`config.mk`:
```
export PLATFORM = sky130hd
export DESIGN_NAME = sal_tlp_tx_ctrl_flat
export DESIGN_NICKNAME = d
export VERILOG_FILES = /design/src/rtl/sal_tlp_tx_ctrl_pkg.sv /design/src/rtl/sal_tlp_tx_ctrl_if.sv /design/src/rtl/sal_tlp_hdr_pack.sv /design/src/rtl/sal_tlp_tx_ctrl.sv /design/src/flat_wrapper.sv
export SDC_FILE = /design/constraint.sdc
export NUM_CORES = 1
export LEC_CHECK = 0
export CAP_MARGIN = 15
export CORE_ASPECT_RATIO = 2
export CORE_MARGIN = 1
export CORE_UTILIZATION = 40
export CTS_BUF_LIST = sky130_fd_sc_hd__clkbuf_16
export CTS_CLUSTER_SIZE = 8
export DETAILED_ROUTE_END_ITERATION = 8
export DONT_BUFFER_PORTS = 1
export PLACE_DENSITY = 0.64
export SLEW_MARGIN = 5
export SYNTH_ARGS = -nofsm -noshare
export SYNTH_HDL_FRONTEND = slang
export SYNTH_SLANG_ARGS = --single-unit
```
`constraint.sdc`:
```
create_clock -name clk -period 3.5 [get_ports clk]
set_input_delay 0.35 -clock clk [delete_from_list [all_inputs] [get_ports clk]]
set_output_delay 0.35 -clock clk [all_outputs]
set_load 0.05 [all_outputs]
```
`src/rtl/sal_tlp_tx_ctrl_pkg.sv`:
```
// Shared types and helpers for the SAL TLP transmit path.
package sal_pkg;

  typedef enum logic [2:0] {
    IDLE,
    HDR0,
    HDR1,
    DATA,
    DONE
  } tx_state_t;

  localparam int FMT_W      = 3;
  localparam int TYPE_W     = 5;
  localparam int TC_W       = 3;
  localparam int LEN_FLD_W  = 9;
  localparam int ID_W       = 16;
  localparam int MAX_PLD_DW = 512;

  // Header DW0 layout: fmt | type | rsvd | tc | 11 reserved bits | length.
  function automatic logic [31:0] build_dw0(
    input logic [FMT_W-1:0]     fmt,
    input logic [TYPE_W-1:0]    typ,
    input logic [TC_W-1:0]      tc,
    input logic [LEN_FLD_W-1:0] len
  );
    return {fmt, typ, 1'b0, tc, 11'b0, len};
  endfunction

endpackage

```
`src/rtl/sal_tlp_tx_ctrl_if.sv`:
```
// Payload-source and link-layer stream signals of the TLP transmit controller.
interface sal_tlp_tx_ctrl_if #(
  parameter int DW_W = 32
) ();
  logic            pld_valid_i;
  logic [DW_W-1:0] pld_data_i;
  logic            pld_ready_o;
  logic            tx_valid_o;
  logic [DW_W-1:0] tx_data_o;
  logic            tx_sop_o;
  logic            tx_eop_o;
  logic            tx_ready_i;

  modport master (
    input  pld_valid_i, pld_data_i, tx_ready_i,
    output pld_ready_o, tx_valid_o, tx_data_o, tx_sop_o, tx_eop_o
  );

  modport slave (
    output pld_valid_i, pld_data_i, tx_ready_i,
    input  pld_ready_o, tx_valid_o, tx_data_o, tx_sop_o, tx_eop_o
  );
endinterface

```
`src/rtl/sal_tlp_hdr_pack.sv`:
```
// Combinational packing of the latched header fields into the two header DWs.
module sal_tlp_hdr_pack
  import sal_pkg::*;
#(
  parameter int LEN_W = 9
) (
  input  logic [FMT_W-1:0]  fmt,
  input  logic [TYPE_W-1:0] typ,
  input  logic [TC_W-1:0]   tc,
  input  logic [LEN_W-1:0]  len,
  input  logic [ID_W-1:0]   req_id,
  input  logic [ID_W-1:0]   cpl_id,
  output logic [31:0]       dw0,
  output logic [31:0]       dw1
);
  assign dw0 = build_dw0(fmt, typ, tc, LEN_FLD_W'(len));
  assign dw1 = {req_id, cpl_id};
endmodule

```
`src/rtl/sal_tlp_tx_ctrl.sv`:
```
// Channel-0 TLP transmit controller: snapshots header config on start and
// emits two header DWs plus optional payload on a valid/ready stream.
module sal_tlp_tx_ctrl
  import sal_pkg::*;
#(
  parameter int DW_W  = 32,
  parameter int LEN_W = 9
) (
  input  logic                 clk,
  input  logic                 rst_n,
  input  logic                 ch0_start_i,
  input  logic [FMT_W-1:0]     header_fmt_c,
  input  logic [TYPE_W-1:0]    header_type_c,
  input  logic [TC_W-1:0]      header_tc_c,
  input  logic [LEN_W-1:0]     header_length_c,
  input  logic [ID_W-1:0]      header_requestID_c,
  input  logic [ID_W-1:0]      header_completID_c,
  sal_tlp_tx_ctrl_if.master    bus,
  output logic                 busy_o,
  output logic                 done_o,
  output logic                 start_drop_o
);
  localparam int CNT_W = LEN_W + 1;

  tx_state_t         state_q;
  logic [FMT_W-1:0]  fmt_q;
  logic [TYPE_W-1:0] type_q;
  logic [TC_W-1:0]   tc_q;
  logic [LEN_W-1:0]  len_q;
  logic [ID_W-1:0]   req_id_q;
  logic [ID_W-1:0]   cpl_id_q;
  logic              has_data_q;
  logic [CNT_W-1:0]  remaining_q;
  logic              busy_q;
  logic              done_q;
  logic              drop_q;

  logic [31:0]       dw0;
  logic [31:0]       dw1;
  logic              tx_valid;
  logic [DW_W-1:0]   tx_data;
  logic              tx_sop;
  logic              tx_eop;
  logic              pld_ready;
  logic              last_pld;

  sal_tlp_hdr_pack #(.LEN_W(LEN_W)) u_hdr_pack (
    .fmt    (fmt_q),
    .typ    (type_q),
    .tc     (tc_q),
    .len    (len_q),
    .req_id (req_id_q),
    .cpl_id (cpl_id_q),
    .dw0    (dw0),
    .dw1    (dw1)
  );

  assign last_pld = (remaining_q == CNT_W'(1));

  always_ff @(posedge clk or negedge rst_n) begin
    if (!rst_n) begin
      state_q     <= IDLE;
      fmt_q       <= '0;
      type_q      <= '0;
      tc_q        <= '0;
      len_q       <= '0;
      req_id_q    <= '0;
      cpl_id_q    <= '0;
      has_data_q  <= 1'b0;
      remaining_q <= '0;
      busy_q      <= 1'b0;
      done_q      <= 1'b0;
      drop_q      <= 1'b0;
    end else begin
      drop_q <= ch0_start_i && (state_q != IDLE);
      done_q <= 1'b0;
      case (state_q)
        IDLE: begin
          if (ch0_start_i) begin
            fmt_q       <= header_fmt_c;
            type_q      <= header_type_c;
            tc_q        <= header_tc_c;
            len_q       <= header_length_c;
            req_id_q    <= header_requestID_c;
            cpl_id_q    <= header_completID_c;
            has_data_q  <= header_fmt_c[1];
            // A zero length field encodes the maximum payload.
            remaining_q <= (header_length_c == '0) ? CNT_W'(MAX_PLD_DW)
                                                   : {1'b0, header_length_c};
            busy_q      <= 1'b1;
            state_q     <= HDR0;
          end
        end
        HDR0: begin
          if (bus.tx_ready_i) state_q <= HDR1;
        end
        HDR1: begin
          if (bus.tx_ready_i) begin
            if (has_data_q) begin
              state_q <= DATA;
            end else begin
              state_q <= DONE;
              busy_q  <= 1'b0;
              done_q  <= 1'b1;
            end
          end
        end
        DATA: begin
          if (bus.pld_valid_i && bus.tx_ready_i) begin
            remaining_q <= remaining_q - CNT_W'(1);
            if (last_pld) begin
              state_q <= DONE;
              busy_q  <= 1'b0;
              done_q  <= 1'b1;
            end
          end
        end
        DONE:    state_q <= IDLE;
        default: state_q <= IDLE;
      endcase
    end
  end

  // Headers come from latched fields; payload is a straight pass-through.
  always_comb begin
    tx_valid  = 1'b0;
    tx_data   = '0;
    tx_sop    = 1'b0;
    tx_eop    = 1'b0;
    pld_ready = 1'b0;
    case (state_q)
      HDR0: begin
        tx_valid = 1'b1;
        tx_data  = dw0;
        tx_sop   = 1'b1;
      end
      HDR1: begin
        tx_valid = 1'b1;
        tx_data  = dw1;
        tx_eop   = !has_data_q;
      end
      DATA: begin
        tx_valid  = bus.pld_valid_i;
        tx_data   = bus.pld_data_i;
        tx_eop    = last_pld;
        pld_ready = bus.tx_ready_i;
      end
      default: ;
    endcase
  end

  assign bus.tx_valid_o  = tx_valid;
  assign bus.tx_data_o   = tx_data;
  assign bus.tx_sop_o    = tx_sop;
  assign bus.tx_eop_o    = tx_eop;
  assign bus.pld_ready_o = pld_ready;
  assign busy_o          = busy_q;
  assign done_o          = done_q;
  assign start_drop_o    = drop_q;

endmodule
```
`src/flat_wrapper.sv`:
```
// flat-port wrapper written by rule: the top's interface ports become plain ports
module sal_tlp_tx_ctrl_flat import sal_pkg::*;
#(
  parameter int DW_W  = 32,
  parameter int LEN_W = 9
)
  (clk, rst_n, ch0_start_i, header_fmt_c, header_type_c, header_tc_c, header_length_c, header_requestID_c, header_completID_c, busy_o, done_o, start_drop_o, bus_pld_valid_i, bus_pld_data_i, bus_tx_ready_i, bus_pld_ready_o, bus_tx_valid_o, bus_tx_data_o, bus_tx_sop_o, bus_tx_eop_o);
  sal_tlp_tx_ctrl_if #(.DW_W(DW_W)) bus_i ();
  input  logic clk;
  input  logic rst_n;
  input  logic ch0_start_i;
  input  logic [FMT_W-1:0] header_fmt_c;
  input  logic [TYPE_W-1:0] header_type_c;
  input  logic [TC_W-1:0] header_tc_c;
  input  logic [LEN_W-1:0] header_length_c;
  input  logic [ID_W-1:0] header_requestID_c;
  input  logic [ID_W-1:0] header_completID_c;
  output logic busy_o;
  output logic done_o;
  output logic start_drop_o;
  input wire logic [$bits(bus_i.pld_valid_i)-1:0] bus_pld_valid_i;
  input wire logic [$bits(bus_i.pld_data_i)-1:0] bus_pld_data_i;
  input wire logic [$bits(bus_i.tx_ready_i)-1:0] bus_tx_ready_i;
  output wire logic [$bits(bus_i.pld_ready_o)-1:0] bus_pld_ready_o;
  output wire logic [$bits(bus_i.tx_valid_o)-1:0] bus_tx_valid_o;
  output wire logic [$bits(bus_i.tx_data_o)-1:0] bus_tx_data_o;
  output wire logic [$bits(bus_i.tx_sop_o)-1:0] bus_tx_sop_o;
  output wire logic [$bits(bus_i.tx_eop_o)-1:0] bus_tx_eop_o;
  assign bus_i.pld_valid_i = bus_pld_valid_i;
  assign bus_i.pld_data_i = bus_pld_data_i;
  assign bus_i.tx_ready_i = bus_tx_ready_i;
  assign bus_pld_ready_o = bus_i.pld_ready_o;
  assign bus_tx_valid_o = bus_i.tx_valid_o;
  assign bus_tx_data_o = bus_i.tx_data_o;
  assign bus_tx_sop_o = bus_i.tx_sop_o;
  assign bus_tx_eop_o = bus_i.tx_eop_o;
  sal_tlp_tx_ctrl #(.DW_W(DW_W), .LEN_W(LEN_W)) u_core (.clk(clk), .rst_n(rst_n), .ch0_start_i(ch0_start_i), .header_fmt_c(header_fmt_c), .header_type_c(header_type_c), .header_tc_c(header_tc_c), .header_length_c(header_length_c), .header_requestID_c(header_requestID_c), .header_completID_c(header_completID_c), .bus(bus_i), .busy_o(busy_o), .done_o(done_o), .start_drop_o(start_drop_o));
endmodule
```
# --- Word-level counts from Yosys, hierarchy flattened ---
# Cells that the tools add are included.
op_classes:
  n_addsub: 1
  n_eq_ne: 10
  n_mux: 27
  reduce_logical: 13
op_table:
  columns: ["cell", "n"]
  rows:
  - ["case mux 32 bit (3 select lines)", 1]
  - ["2-to-1 mux 10 bit", 3]
  - ["case mux 10 bit (2 select lines)", 1]
  - ["2-to-1 mux 3 bit", 6]
  - ["case mux 3 bit (4 select lines)", 1]
  - ["2-to-1 mux 1 bit", 11]
  - ["== test 10 x 1 -> 1 bit (second input constant)", 1]
  - ["subtractor 10 x 1 -> 10 bit (second input constant)", 1]
  - ["zero test 9 bit", 1]
  - ["inequality test 2 bit (second input constant)", 4]
  - ["== test 3 x 2 -> 1 bit (second input constant)", 2]
  - ["case mux 1 bit (2 select lines)", 3]
  - ["AND reduction 6 bit", 1]
  - ["nonzero test 3 bit", 2]
  - ["AND reduction 5 bit", 1]
  - ["inequality test 2 x 1 -> 1 bit (second input constant)", 2]
  - ["== test 3 x 1 -> 1 bit (second input constant)", 1]
  - ["zero test 3 bit", 1]
  - ["case mux 1 bit (3 select lines)", 1]
  - ["AND reduction 3 bit", 1]
  - ["logical AND 1 bit", 2]
  - ["AND reduction 2 bit", 1]
  - ["nonzero test 2 bit", 1]
  - ["OR reduction 2 bit", 1]
  - ["zero test 1 bit", 1]
totals:
  reg_bits: 69
  out_inout_bits: 39

# --- Depth between registers and ports, before layout ---
# Gate-level depths: netlist of the first run.
depth:
  depth_word: 4
  depth_mapped: 7
  ltp_nobuf: 6

# --- By module ---
# A second synthesis of the first run with hierarchy kept.
hier_totals:
  cells_unflattened: 412
  area_unflattened_um2: 4304.1
by_module_without_submodules:
  columns: ["mod", "n_inst", "cells_each", "area_per_inst_um2"]
  rows:
  - ["sal_tlp_tx_ctrl", 1, 347, 3819.9]
  - ["sal_tlp_hdr_pack", 1, 65, 484.2]

# --- Worst setup path after synthesis of the first run ---
# OpenSTA, ideal clock, no wires.
synth_timing:
  path_kind: "register to output"
  startpoint: "register u_core.state_q[1]"
  endpoint: "output port bus_tx_valid_o"
  t_arrival_ps: 2195
  setup_slack_ps: 955
  stages_incl_launch_ff: 6
  path_buffers: 3
  cell_sequence: "dfrtp_1 -> buf_2 -> buf_2 -> clkbuf_1 -> nor2_1 -> a211oi_1"
synth_via:
  elab_chain_len: 3
  elab_cells_between_ends: 5
  classes_between: "3 x eq/ne; 1 x mux; 1 x reduce/logical"
synth_rtl:
  columns: ["element", "line", "text"]
  rows:
  - ["start: declaration", "sal_tlp_tx_ctrl.sv:25", "tx_state_t state_q;"]
  - ["start signal: assignment", "sal_tlp_tx_ctrl.sv:62", "state_q <= IDLE;"]
  - ["start signal: assignment", "sal_tlp_tx_ctrl.sv:91", "state_q <= HDR0;"]
  - ["start signal: assignment", "sal_tlp_tx_ctrl.sv:95", "if (bus.tx_ready_i) state_q <= HDR1;"]
  - ["== test 3 x 1 -> 1 bit / == test 3 x 2 -> 1 bit (equally long branches)", "sal_tlp_tx_ctrl.sv:131", "case (state_q)"]
  - ["OR reduction 2 bit (no line)", null, null]
  - ["case mux 1 bit (2 select lines) (*)", "sal_tlp_tx_ctrl.sv:131", null]
  - ["end: declaration", "flat_wrapper.sv:25", "output wire logic [$bits(bus_i.tx_valid_o)-1:0] bus_tx_valid_o;"]
# Mark *: on every way between the ends. The rest lies on a longest branch, timed or not.

# --- Worst setup path in the final report of the first run ---
layout_timing:
  startpoint: "register u_core.state_q[0]"
  endpoint: "output port bus_tx_eop_o"
layout_via:
  elab_chain_len: 2
  elab_cells_between_ends: 3
  classes_between: "2 x eq/ne; 1 x mux"
layout_rtl:
  columns: ["element", "line", "text"]
  rows:
  - ["== test 3 x 2 -> 1 bit", "sal_tlp_tx_ctrl.sv:131", null]
  - ["case mux 1 bit (2 select lines) (*)", "sal_tlp_tx_ctrl.sv:131", null]
  - ["end: declaration", "flat_wrapper.sv:28", "output wire logic [$bits(bus_i.tx_eop_o)-1:0] bus_tx_eop_o;"]
# Marked as above.

==> results of run 1 <==
-- cell usage after synthesis (all sizes together), types with 3 or more instances --
| cell | number | share of area (%) |
|---|---|---|
| dfrtp | 68 | 48 |
| mux2 | 68 | 21 |
| nor2 | 32 | 3.4 |
| a22oi | 23 | 4.8 |
| buf | 13 | 2.0 |
| o21ai | 13 | 1.8 |
| a22o | 12 | 2.9 |
| clkbuf | 11 | 1.2 |
| a21oi | 7 | 0.98 |
| nand2 | 6 | 0.63 |
| nor4 | 6 | 1.1 |
| a211oi | 5 | 1.1 |
| inv | 5 | 0.53 |
| nor2b | 4 | 0.70 |
| nor3 | 4 | 0.56 |
| nor3b | 4 | 0.98 |
| a31oi | 3 | 0.53 |
| o21ba | 3 | 0.84 |
-- cells by family after synthesis --
group	after synthesis	synth area share, %
compound gates	80	16.3
fa+ha+maj	2	0.700
buf+inv	29	3.68
flops	68	47.6
mux	68	21.4
simple gates	69	10.3
-- worst max-delay path, stage by stage (launching register included) --
cell,delay [ns]
sky130_fd_sc_hd__dfrtp_1,0.81
sky130_fd_sc_hd__and3b_1,0.82
sky130_fd_sc_hd__nand4b_1,0.27
sky130_fd_sc_hd__nand2_1,0.15
sky130_fd_sc_hd__buf_4,0.20
-- power groups by stage --
stage	logic (uW)	clock network [uW]	registers, uW
after floorplan	2230	0	1390
after global placement	2750	0	1490
after detailed placement	2800	0	1510
after CTS	2830	884	1500
after global routing	2990	922	1560
final	2810	868	1510
-- worst max path at each step --
stage / from / end / cells after the start
floorplan: u_core.state_q[1] / bus_tx_valid_o / 5
global route: u_core.state_q[0] / bus_tx_eop_o / 4
global placement: u_core.state_q[0] / bus_tx_eop_o / 4
detailed placement: u_core.state_q[0] / bus_tx_eop_o / 4
CTS: u_core.state_q[0] / bus_tx_eop_o / 4
finish: u_core.state_q[0] / bus_tx_eop_o / 4
-- registers in the layout (all words and copies together) (netlist names) --
name	flops
u_core.busy_o	1
u_core.cpl_id_q	16
u_core.done_o	1
u_core.fmt_q	3
u_core.len_q	9
u_core.remaining_q	10
u_core.req_id_q	16
u_core.start_drop_o	1
u_core.state_q	3
u_core.tc_q	3
u_core.type_q	5
-- cell usage in the layout (no fill, tap or decap), drive strengths merged, types with 2 or more instances in the layout --
master / netlist / routed
a211oi: 5 / 5
a21oi: 7 / 7
a22o: 12 / 12
a22oi: 23 / 23
a2bb2oi: 2 / 2
a31oi: 3 / 3
buf: 13 / 38
clkbuf: 11 / 9
clkinv: 0 / 2
clkinvlp: 0 / 2
dfrtp: 68 / 68
ha: 2 / 2
inv: 5 / 6
mux2: 68 / 68
nand2: 6 / 6
nand3: 2 / 2
nand3b: 2 / 2
nor2: 32 / 32
nor2b: 4 / 4
nor3: 4 / 4
nor3b: 4 / 4
nor4: 6 / 6
nor4b: 2 / 2
o21ai: 13 / 13
o21ba: 3 / 3
o22a: 2 / 2
o31a: 2 / 2
o31ai: 2 / 2
or4: 2 / 2
-- layer usage --
layer  wire [um]  share of wire, %
met3         417               4.4
met2        5260                56
met1        3420                36
met5           0                 0
met4         368               3.9
-- through the flow --
step | instances | setup WS, ns
global route | 446 | 0.401
detailed placement | 429 | 0.938
global placement | 429 | 0.966
CTS | 446 | 0.551
floorplan | 316 | 0.955
finish | 446 | 0.547
-- area by class of cell --
| type | count | area (sq um) | share of cell area (%) |
|---|---|---|---|
| Clock buffer | 9 | 225 | 5.35 |
| Clock inverter | 6 | 57.6 | 1.37 |
| Inverter | 5 | 18.8 | 0.446 |
| Multi-Input combinational cell | 219 | 1770 | 41.9 |
| Sequential cell | 68 | 1700 | 40.4 |
| Tap cell | 100 | 125 | 2.97 |
| Timing Repair Buffer | 39 | 315 | 7.49 |
==> summary.md, run 1 <==
| Metric | Value |
|---|---|
| Status | `complete, no violations` |
| Internal Pwr Total | `2760 uW` |
| Max cap viols | `0` |
| Flip-flop and latch count after synthesis | `68` |
| Area of placed instances | `3890 sq um` |
| Input/output buffers | `0` |
| Post-synth ARST share | `100%` |
| Number of inserted diodes | `0` |
| Maximum clock rate | `339 MHz` |
| Hold path startpoint | `ch0_start_i` |
| Unrepaired setup endpoints after global routing | `false` |
| Met1 capacity usage during global routing | `25.1%` |
| Yosys synthesis warning count | `0` |
| Maximum fanout encountered on the critical timing path | `21` |
| Routability cong. | `0.857` |
| Placeable core region | `8650 sq um` |
| Cells resized by post-CTS repair | `0` |
| Antenna violations before repair | `0` |
| Post-synth EDFFs | `0` |
| Fin Clk Skew | `0.00494 ns` |
| Synth unique cells | `43` |
| Detailed Route Iter0 Violations | `153` |
| Gr busiest metal | `met2` |
| Number of filler instances in the final layout | `822` |
| Vias in the first global route | `2871` |
| Data required time of the worst path | `3.15 ns` |
| Gr usage total | `21.8%` |
| Mapped Cells | `316` |
| Clock group share of total power | `16.7%` |
| Number of failing hold endpoints at the final stage | `0` |
| Register-to-register setup slack | `0.97 ns` |
| Worst-path clk slew | `0.06 ns` |
| Die W | `68.8 um` |
| Total nets after synthesis | `407` |
| Root Buffer | `sky130_fd_sc_hd__clkbuf_16` |
| Ratio of total power to cell area | `1230 nW/um^2` |
| Die area | `9340 sq um` |
| Share of power burned in registers | `29.1%` |
| Initial Util | `41.3%` |
| Critical Path AT | `2.60 ns` |
| Final critical delay including setup and external delays | `2.95 ns` |
| Post-route antenna net violation count | `0` |
| Peak supply drop | `853 uV` |
| Logic depth of the worst register-to-register path | `4` |
| Worst Tran Pin Value | `0.853 ns` |
| Post-route cell area | `4210 sq um` |
| Fraction of the cycle the final worst path needs | `84.4%` |
| Global-route congestion overflow total | `0` |
| Net switching fraction of the power | `46.7%` |
| Hold path endpoint | `u_core.start_drop_o` |
| DRC | `0` |
| Y dimension of the die | `136 um` |
| Sort of element at the end of the critical path | `output pin` |
| Iteration count of the initial detailed-routing pass | `4` |
| Commonest register cell after synthesis | `sky130_fd_sc_hd__dfrtp_1` |
| Wire length after detailed routing | `9460 um` |
| CTS tree | `done` |
| Worst hold slack after final layout | `0.142 ns` |
| Largest net degree at the start of global routing | `69` |
| Worst reg2reg endpoint | `u_core.remaining_q[9]` |
| Final design utilization | `48.7%` |
| Share of post-route cells with drive strength above 1 | `37.6%` |
| Reported net switching power | `2420 uW` |
| Number of sinks handled by clock tree synthesis | `68` |
| Overall power after layout | `5180 uW` |
| Combinational power share | `54.2%` |
| Floorplan row count | `48` |
| Standby leakage power | `0.00180 uW` |
| Clock network latency to the later pin of the worst-skew pair | `0.32 ns` |
| Worst-case clock buffer depth | `2` |
| Final Net Count | `433` |
| CTS hold repair buffers | `2` |
| Worst min-delay path category | `in2reg` |
| Proportion of synthesized chip area in sequential cells | `47.6%` |
| Cell depth of the worst min-delay path | `1` |
| Netlist area before placement | `3570 sq um` |
| Source of the worst register-to-register timing path | `u_core.state_q[0]` |
| Maximum level of the CTS H-tree | `3` |
| Global Route met3 Usage | `5.13%` |
| Final setup TNS | `0 ns` |
| Sum of net half-perimeters after detailed placement | `6720 um` |
| Crit start category | `register` |
| Number of buffers added by the clock tree synthesis step | `9` |
| Final count of negative-setup-slack endpoints | `0` |
| Wire length of the first global-routing pass | `14700 um` |
| GRT met2 Usage | `35.6%` |
| Number of placed I/O pins | `128` |
| Max-slew violation count | `0` |
| Classification of the worst setup path | `reg2out` |
| Detail-routed net length per standard cell | `21.2 um` |
| Number of vias in the routed layout | `2744` |
| Area Overhead vs Synth | `17.8%` |
| DR vias/cell | `6.15` |
| Mean cell area of the mapped netlist | `11.3 sq um` |
| Worst slew margin relative to its limit | `42.9%` |
| Post-CTS Setup Bufs | `0` |
No activity file was read; power rests on OpenSTA's default activity.
==> run 2, diff against run 1 <==
- PLACE_DENSITY: 0.64 -> 0.66
- clock period: 3.5 -> 2.4 ns (I/O delays scaled with it)
==> run 2 against run 1 <==
Against the previous run:
- power increased by 53%
- non-clock buffer count increased by 10
- register-to-register slack got worse by 0.65 ns
- critical path depth increased by 2
- critical path type unchanged
- final cell count increased by 2.2%
- first-iteration DRC count increased by 89%
==> summary.md, run 2 (same netlist as run 1, synthesis figures left out) <==
| Metric | Value |
|---|---|
| Slowest CP cell | `sky130_fd_sc_hd__dfrtp_1` |
| Max cap viols | `0` |
| Worst reg2reg endpoint | `u_core.req_id_q[13]` |
| Cell Count Post-Placement | `439` |
| Root Buffer | `sky130_fd_sc_hd__clkbuf_16` |
| Most frequent cell on the critical path | `sky130_fd_sc_hd__buf_4` |
| Fraction of the cycle the final worst path needs | `94.0%` |
| Maximum fanout encountered on the critical timing path | `35` |
| Maximum level of the CTS H-tree | `3` |
| Placeable core region | `8650 sq um` |
| Area Overhead vs Synth | `24.3%` |
| Die area | `9340 sq um` |
| Source of the worst register-to-register timing path | `u_core.state_q[0]` |
| Longest individual stage delay on the worst path | `0.38 ns` |
| Post-route met1 wirelength | `3180 um` |
| Worst min-delay path category | `in2reg` |
| Number of inserted diodes | `0` |
| Wire length of the first global-routing pass | `14800 um` |
| Standby leakage power | `0.00190 uW` |
| Highest metal layer with signal wires | `met4` |
| Logic depth of the worst register-to-register path | `4` |
| Die W | `68.8 um` |
| Routability cong. | `0.839` |
| Largest regs | `u_core.cpl_id_q (16), u_core.req_id_q (16), u_core.remaining_q (10)` |
| Commonest cells after routing, fill and taps aside | `68 x sky130_fd_sc_hd__mux2_2, 68 x sky130_fd_sc_hd__dfrtp_1, 33 x sky130_fd_sc_hd__buf_4, 32 x sky130_fd_sc_hd__nor2_1, 23 x sky130_fd_sc_hd__a22oi_1` |
| Post-Layout Cell Count | `456` |
| Global-route congestion overflow total | `0` |
| Max-slew violation count | `0` |
| Number of vias in the routed layout | `2703` |
| Data required time of the worst path | `2.16 ns` |
| Largest net degree at the start of global routing | `69` |
| Critical Path AT | `2.02 ns` |
| DRC | `0` |
| Worst-path clk slew | `0.05 ns` |
| Final count of negative-setup-slack endpoints | `0` |
| Detailed Route Iter0 Violations | `289` |
| Number of placed I/O pins | `128` |
| Worst-case clock buffer depth | `2` |
| Gr usage total | `22.0%` |
| Number of sinks handled by clock tree synthesis | `68` |
| Crit start category | `register` |
| Worst hold slack after final layout | `0.0364 ns` |
| Post-CTS Setup Bufs | `0` |
| Detail-routed net length per standard cell | `20.6 um` |
| Share of post-route cells with drive strength above 1 | `39.3%` |
| Final Net Count | `443` |
| Final setup TNS | `0 ns` |
| Worst slew margin relative to its limit | `53.2%` |
| Input/output buffers | `0` |
| Number of filler instances in the final layout | `789` |
| Register-to-register setup slack | `0.32 ns` |
| Maximum clock rate | `443 MHz` |
| CTS tree | `done` |
| Fin Clk Skew | `0.00411 ns` |
| Sum of net half-perimeters after detailed placement | `6890 um` |
| Met3 wirelength from detailed routing | `585 um` |
| Status | `complete, no violations` |
| Post-route antenna net violation count | `0` |
| Final critical delay including setup and external delays | `2.26 ns` |
| Peak supply drop | `868 uV` |
| Unrepaired setup endpoints after global routing | `false` |
| Clock network latency to the later pin of the worst-skew pair | `0.32 ns` |
| Ratio of total power to cell area | `1780 nW/um^2` |
| Number of failing hold endpoints at the final stage | `0` |
| Antenna violations before repair | `0` |
| Number of buffers added by the clock tree synthesis step | `9` |
| Vias in the first global route | `2875` |
| DR vias/cell | `5.93` |
| Wire length after detailed routing | `9410 um` |
| Beginning of the critical path | `u_core.state_q[1]` |
| Initial Util | `41.3%` |
| Metal2 WL | `5270 um` |
| Floorplan row count | `48` |
| Critical-path cell list | `buf_12, nor2b_2, buf_4, a22oi_1, nor2_1, buf_4` |
| Classification of the worst setup path | `reg2out` |
| Iteration count of the initial detailed-routing pass | `4` |
| Worst Tran Pin Value | `0.699 ns` |
| Sort of element at the end of the critical path | `output pin` |
| Crit path to | `bus_tx_data_o[28]` |
| Y dimension of the die | `136 um` |
## run 2: cell types whose count changed in the layout (fill, tap and decap cells not counted)
cell                         before  now
sky130_fd_sc_hd__clkinv_2         1    2
sky130_fd_sc_hd__a31oi_2          0    1
sky130_fd_sc_hd__nor4b_1          1    0
sky130_fd_sc_hd__buf_4           37   33
sky130_fd_sc_hd__clkinv_1         1    2
sky130_fd_sc_hd__nor4b_2          0    1
sky130_fd_sc_hd__a31oi_1          3    2
sky130_fd_sc_hd__bufinv_16        1    0
sky130_fd_sc_hd__clkinvlp_4       2    0
sky130_fd_sc_hd__inv_1            6    7
sky130_fd_sc_hd__buf_12           0   14
## run 2: how the worst min path moves through the flow
stage	start	slack (ns)	depth (start not counted)	endpoint
final	ch0_start_i	0.04	1	u_core.start_drop_o
after global routing	ch0_start_i	0.01	1	u_core.start_drop_o
after CTS	ch0_start_i	0.02	1	u_core.start_drop_o
after detailed placement	rst_n	-0.05	0	u_core.tc_q[2]
after global placement	rst_n	-0.05	0	u_core.tc_q[2]
after floorplan	rst_n	-0.06	0	u_core.busy_o
## run 2: through the flow
| step | utilization [%] | power (uW) | setup slack, ns | instance area [sq um] |
|---|---|---|---|---|
| 6_report | 51.3 | 7910 | 0.144 | 4440 |
| 5_1_grt | 51.3 | 8350 | 0.0205 | 4440 |
| 4_1_cts | 51.2 | 7950 | 0.108 | 4430 |
| 3_5_place_dp | 47.9 | 6780 | 0.295 | 4140 |
| 3_3_place_gp | 47.9 | 6670 | 0.364 | 4140 |
| 2_1_floorplan | - | 5290 | 0.330 | 3580 |
## run 2: final cells by class
class,count,area [sq um],area share [%]
Clock buffer,9,225,5.07
Clock inverter,6,25.0,0.564
Inverter,5,18.8,0.423
Multi-Input combinational cell,219,1780,40.1
Sequential cell,68,1700,38.3
Tap cell,100,125,2.82
Timing Repair Buffer,49,566,12.7
## run 2: worst max-delay path, delay by kind of cell (launching register included)
kind / cells / cell delay [ns]
AO/OA/AOI/OAI: 1 / 0.12
buffers and inverters: 3 / 0.71
flip-flops: 1 / 0.38
AND/OR/NAND/NOR: 2 / 0.48
## run 2: timing repair
action | CTS | global route
hold buffers | 2 | 0
endpoints found under the setup margin | 0 | 1
endpoints found under the hold margin | 68 | 0
gates resized for setup | 0 | 1
## run 2: report_power, final
part           internal [uW]  switching [uW]
Clock                    673             437
Combinational           1960            2700
Sequential              1710             420
Total                   4340            3560
## run 2: metal layers
metal	GRT usage (%)	vias up
met1	24.6	1331
met4	12.1	0
met5	0	-
li1	-	1247
met2	35.8	100
met3	6.73	25
==> run 3, diff against run 2 <==
- PLACE_DENSITY: 0.66 -> 0.64
- clock period: 2.4 -> 2.5 ns (I/O delays scaled with it)
==> run 3 against run 2 <==
Against the previous run:
- sequential share of layout area decreased by 0.26 points
- critical endpoint is now bus_tx_eop_o
- combinational power decreased by 4.7%
- core utilization increased by 0.35 points
- worst setup slack got worse by 0.025 ns
- register-to-register slack improved by 0.16 ns
==> summary.md, run 3 (same netlist as run 1, synthesis figures left out) <==
| Metric | Value |
|---|---|
| Status | `complete, no violations` |
| CTS tree | `done` |
| Commonest cells after routing, fill and taps aside | `68 x sky130_fd_sc_hd__mux2_2, 68 x sky130_fd_sc_hd__dfrtp_1, 33 x sky130_fd_sc_hd__buf_4, 32 x sky130_fd_sc_hd__nor2_1, 23 x sky130_fd_sc_hd__a22oi_1` |
| Final Net Count | `444` |
| Number of sinks handled by clock tree synthesis | `68` |
| DR vias/cell | `5.99` |
| Slowest CP cell | `sky130_fd_sc_hd__nor4b_1` |
| Worst Tran Pin Value | `0.636 ns` |
| Peak supply drop | `1010 uV` |
| Fraction of the cycle the final worst path needs | `95.2%` |
| Worst-path clk slew | `0.06 ns` |
| Detailed Route Iter0 Violations | `163` |
| Vias in the first global route | `2824` |
| Buffering stage count on the worst path with inverters included | `2` |
| Die W | `68.8 um` |
| Fin Clk Skew | `0.00704 ns` |
| Largest regs | `u_core.cpl_id_q (16), u_core.req_id_q (16), u_core.remaining_q (10)` |
| Y dimension of the die | `136 um` |
| Maximum level of the CTS H-tree | `3` |
| Maximum fanout encountered on the critical timing path | `4` |
| Floorplan row count | `48` |
| Worst slew margin relative to its limit | `57.0%` |
| Clock network latency to the later pin of the worst-skew pair | `0.33 ns` |
| Antenna violations before repair | `0` |
| Die area | `9340 sq um` |
| Final critical delay including setup and external delays | `2.38 ns` |
| Maximum clock rate | `420 MHz` |
| Input/output buffers | `0` |
| Global-route congestion overflow total | `0` |
| Root Buffer | `sky130_fd_sc_hd__clkbuf_16` |
| Critical-path cell list | `inv_1, ha_1, nor4b_1, nand4b_1, nand2_1, buf_12` |
| Gr usage total | `21.5%` |
| Placeable core region | `8650 sq um` |
| Largest net degree at the start of global routing | `69` |
| Standby leakage power | `0.00192 uW` |
| Classification of the worst setup path | `reg2out` |
| Routability cong. | `0.816` |
| Initial Util | `41.3%` |
| Final count of negative-setup-slack endpoints | `0` |
| Worst min-delay path category | `in2reg` |
| Critical Path AT | `2.13 ns` |
| Number of buffers added by the clock tree synthesis step | `9` |
| Number of placed I/O pins | `128` |
| Post-CTS Setup Bufs | `0` |
| Overall power after layout | `7720 uW` |
| Detail-routed net length per standard cell | `20.5 um` |
| Area Overhead vs Synth | `25.1%` |
| Sort of element at the end of the critical path | `output pin` |
| Worst-case clock buffer depth | `2` |
| Wire length of the first global-routing pass | `14600 um` |
| Number of failing hold endpoints at the final stage | `0` |
| Unrepaired setup endpoints after global routing | `false` |
| Final design utilization | `51.7%` |
| Post-route antenna net violation count | `0` |
| Number of vias in the routed layout | `2744` |
| Share of post-route cells with drive strength above 1 | `39.7%` |
| Longest individual stage delay on the worst path | `0.53 ns` |
| Data required time of the worst path | `2.25 ns` |
| Max-slew violation count | `0` |
| Post-route cell area | `4470 sq um` |
| Final setup TNS | `0 ns` |
| Number of inserted diodes | `0` |
| Iteration count of the initial detailed-routing pass | `4` |
| Ratio of total power to cell area | `1730 nW/um^2` |
| Category of cells accounting for the largest share of critical-path delay | `simple AND/OR/NAND/NOR gates` |
| Crit start category | `register` |
| Area of placed instances | `4140 sq um` |
| Wire length after detailed routing | `9400 um` |
| DRC | `0` |
| Max cap viols | `0` |
| Sum of net half-perimeters after detailed placement | `6720 um` |
==> run 3: changes by cell type in the layout (fill, tap and decap cells not counted), sizes merged <==
| cell | delta |
|---|---|
| clkbuf | +1 |
| clkinv | -1 |
| clkinvlp | +1 |
| bufinv | +1 |
==> run 3: where the power goes <==
group	internal, uW	switching, uW	leakage (uW)
Combinational	1870	2590	0.000951
Clock	758	460	0.000148
Sequential	1640	402	0.000818
==> run 3: metrics by stage <==
step | std cells | hold slack [ns] | setup WS [ns]
finish | 458 | 0.0360 | 0.119
global route | 458 | 0.0351 | 0.0428
CTS | 457 | 0.0236 | 0.108
detailed placement | 439 | -0.0445 | 0.359
global placement | 439 | -0.0439 | 0.437
floorplan | 316 | -0.0456 | 0.0149
==> run 3: what timing repair did <==
action / in CTS / in global routing
setup endpoints to repair: 0 / 0
endpoints found under the hold margin: 68 / 0
hold buffers: 2 / 0
gates resized for setup: 0 / 0
==> run 3: layout make-up <==
cell class | instances | area [sq um]
fill | 773 | 4180
timing repair buffer | 50 | 573
clock inverter | 7 | 60.1
inverter | 5 | 18.8
sequential | 68 | 1700
tap | 100 | 125
multi-input combinational | 219 | 1770
clock buffer | 9 | 225
==> run 3: worst reg2reg max path, delay by kind of cell (launching register included) <==
kind	cells	cell delay, ns
AOI/OAI and AO/OA	2	0.45
adders and majority gates	1	0.16
buffers and inverters	1	0.12
DFF	1	0.41
and+or+nand+nor	2	0.73
==> run 3: path summary, 6_finish.rpt <==
| check | startpoint | endpoint | slack (ns) | cells past startpoint |
|---|---|---|---|---|
| min in group asynchronous | rst_n | u_core.start_drop_o | 0.44 | 2 |
| worst min-delay path | ch0_start_i | u_core.start_drop_o | 0.04 | 1 |
| max in group asynchronous | rst_n | u_core.req_id_q[2] | 1.75 | 2 |
| worst max-delay path | u_core.remaining_q[1] | bus_tx_eop_o | 0.12 | 6 |
| worst max register to register | u_core.remaining_q[1] | u_core.state_q[1] | 0.48 | 6 |
| worst min register to register | u_core.tc_q[1] | u_core.tc_q[1] | 0.51 | 1 |
==> run 3: routing by layer <==
metal / vias to the layer above / track usage (%) / part of all wire [%]
met5: - / 0 / 0
met1: 1364 / 24.5 / 36
met4: 0 / 11.7 / 3.6
li1: 1249 / - / -
met3: 23 / 5.39 / 5.8
met2: 108 / 35.5 / 55
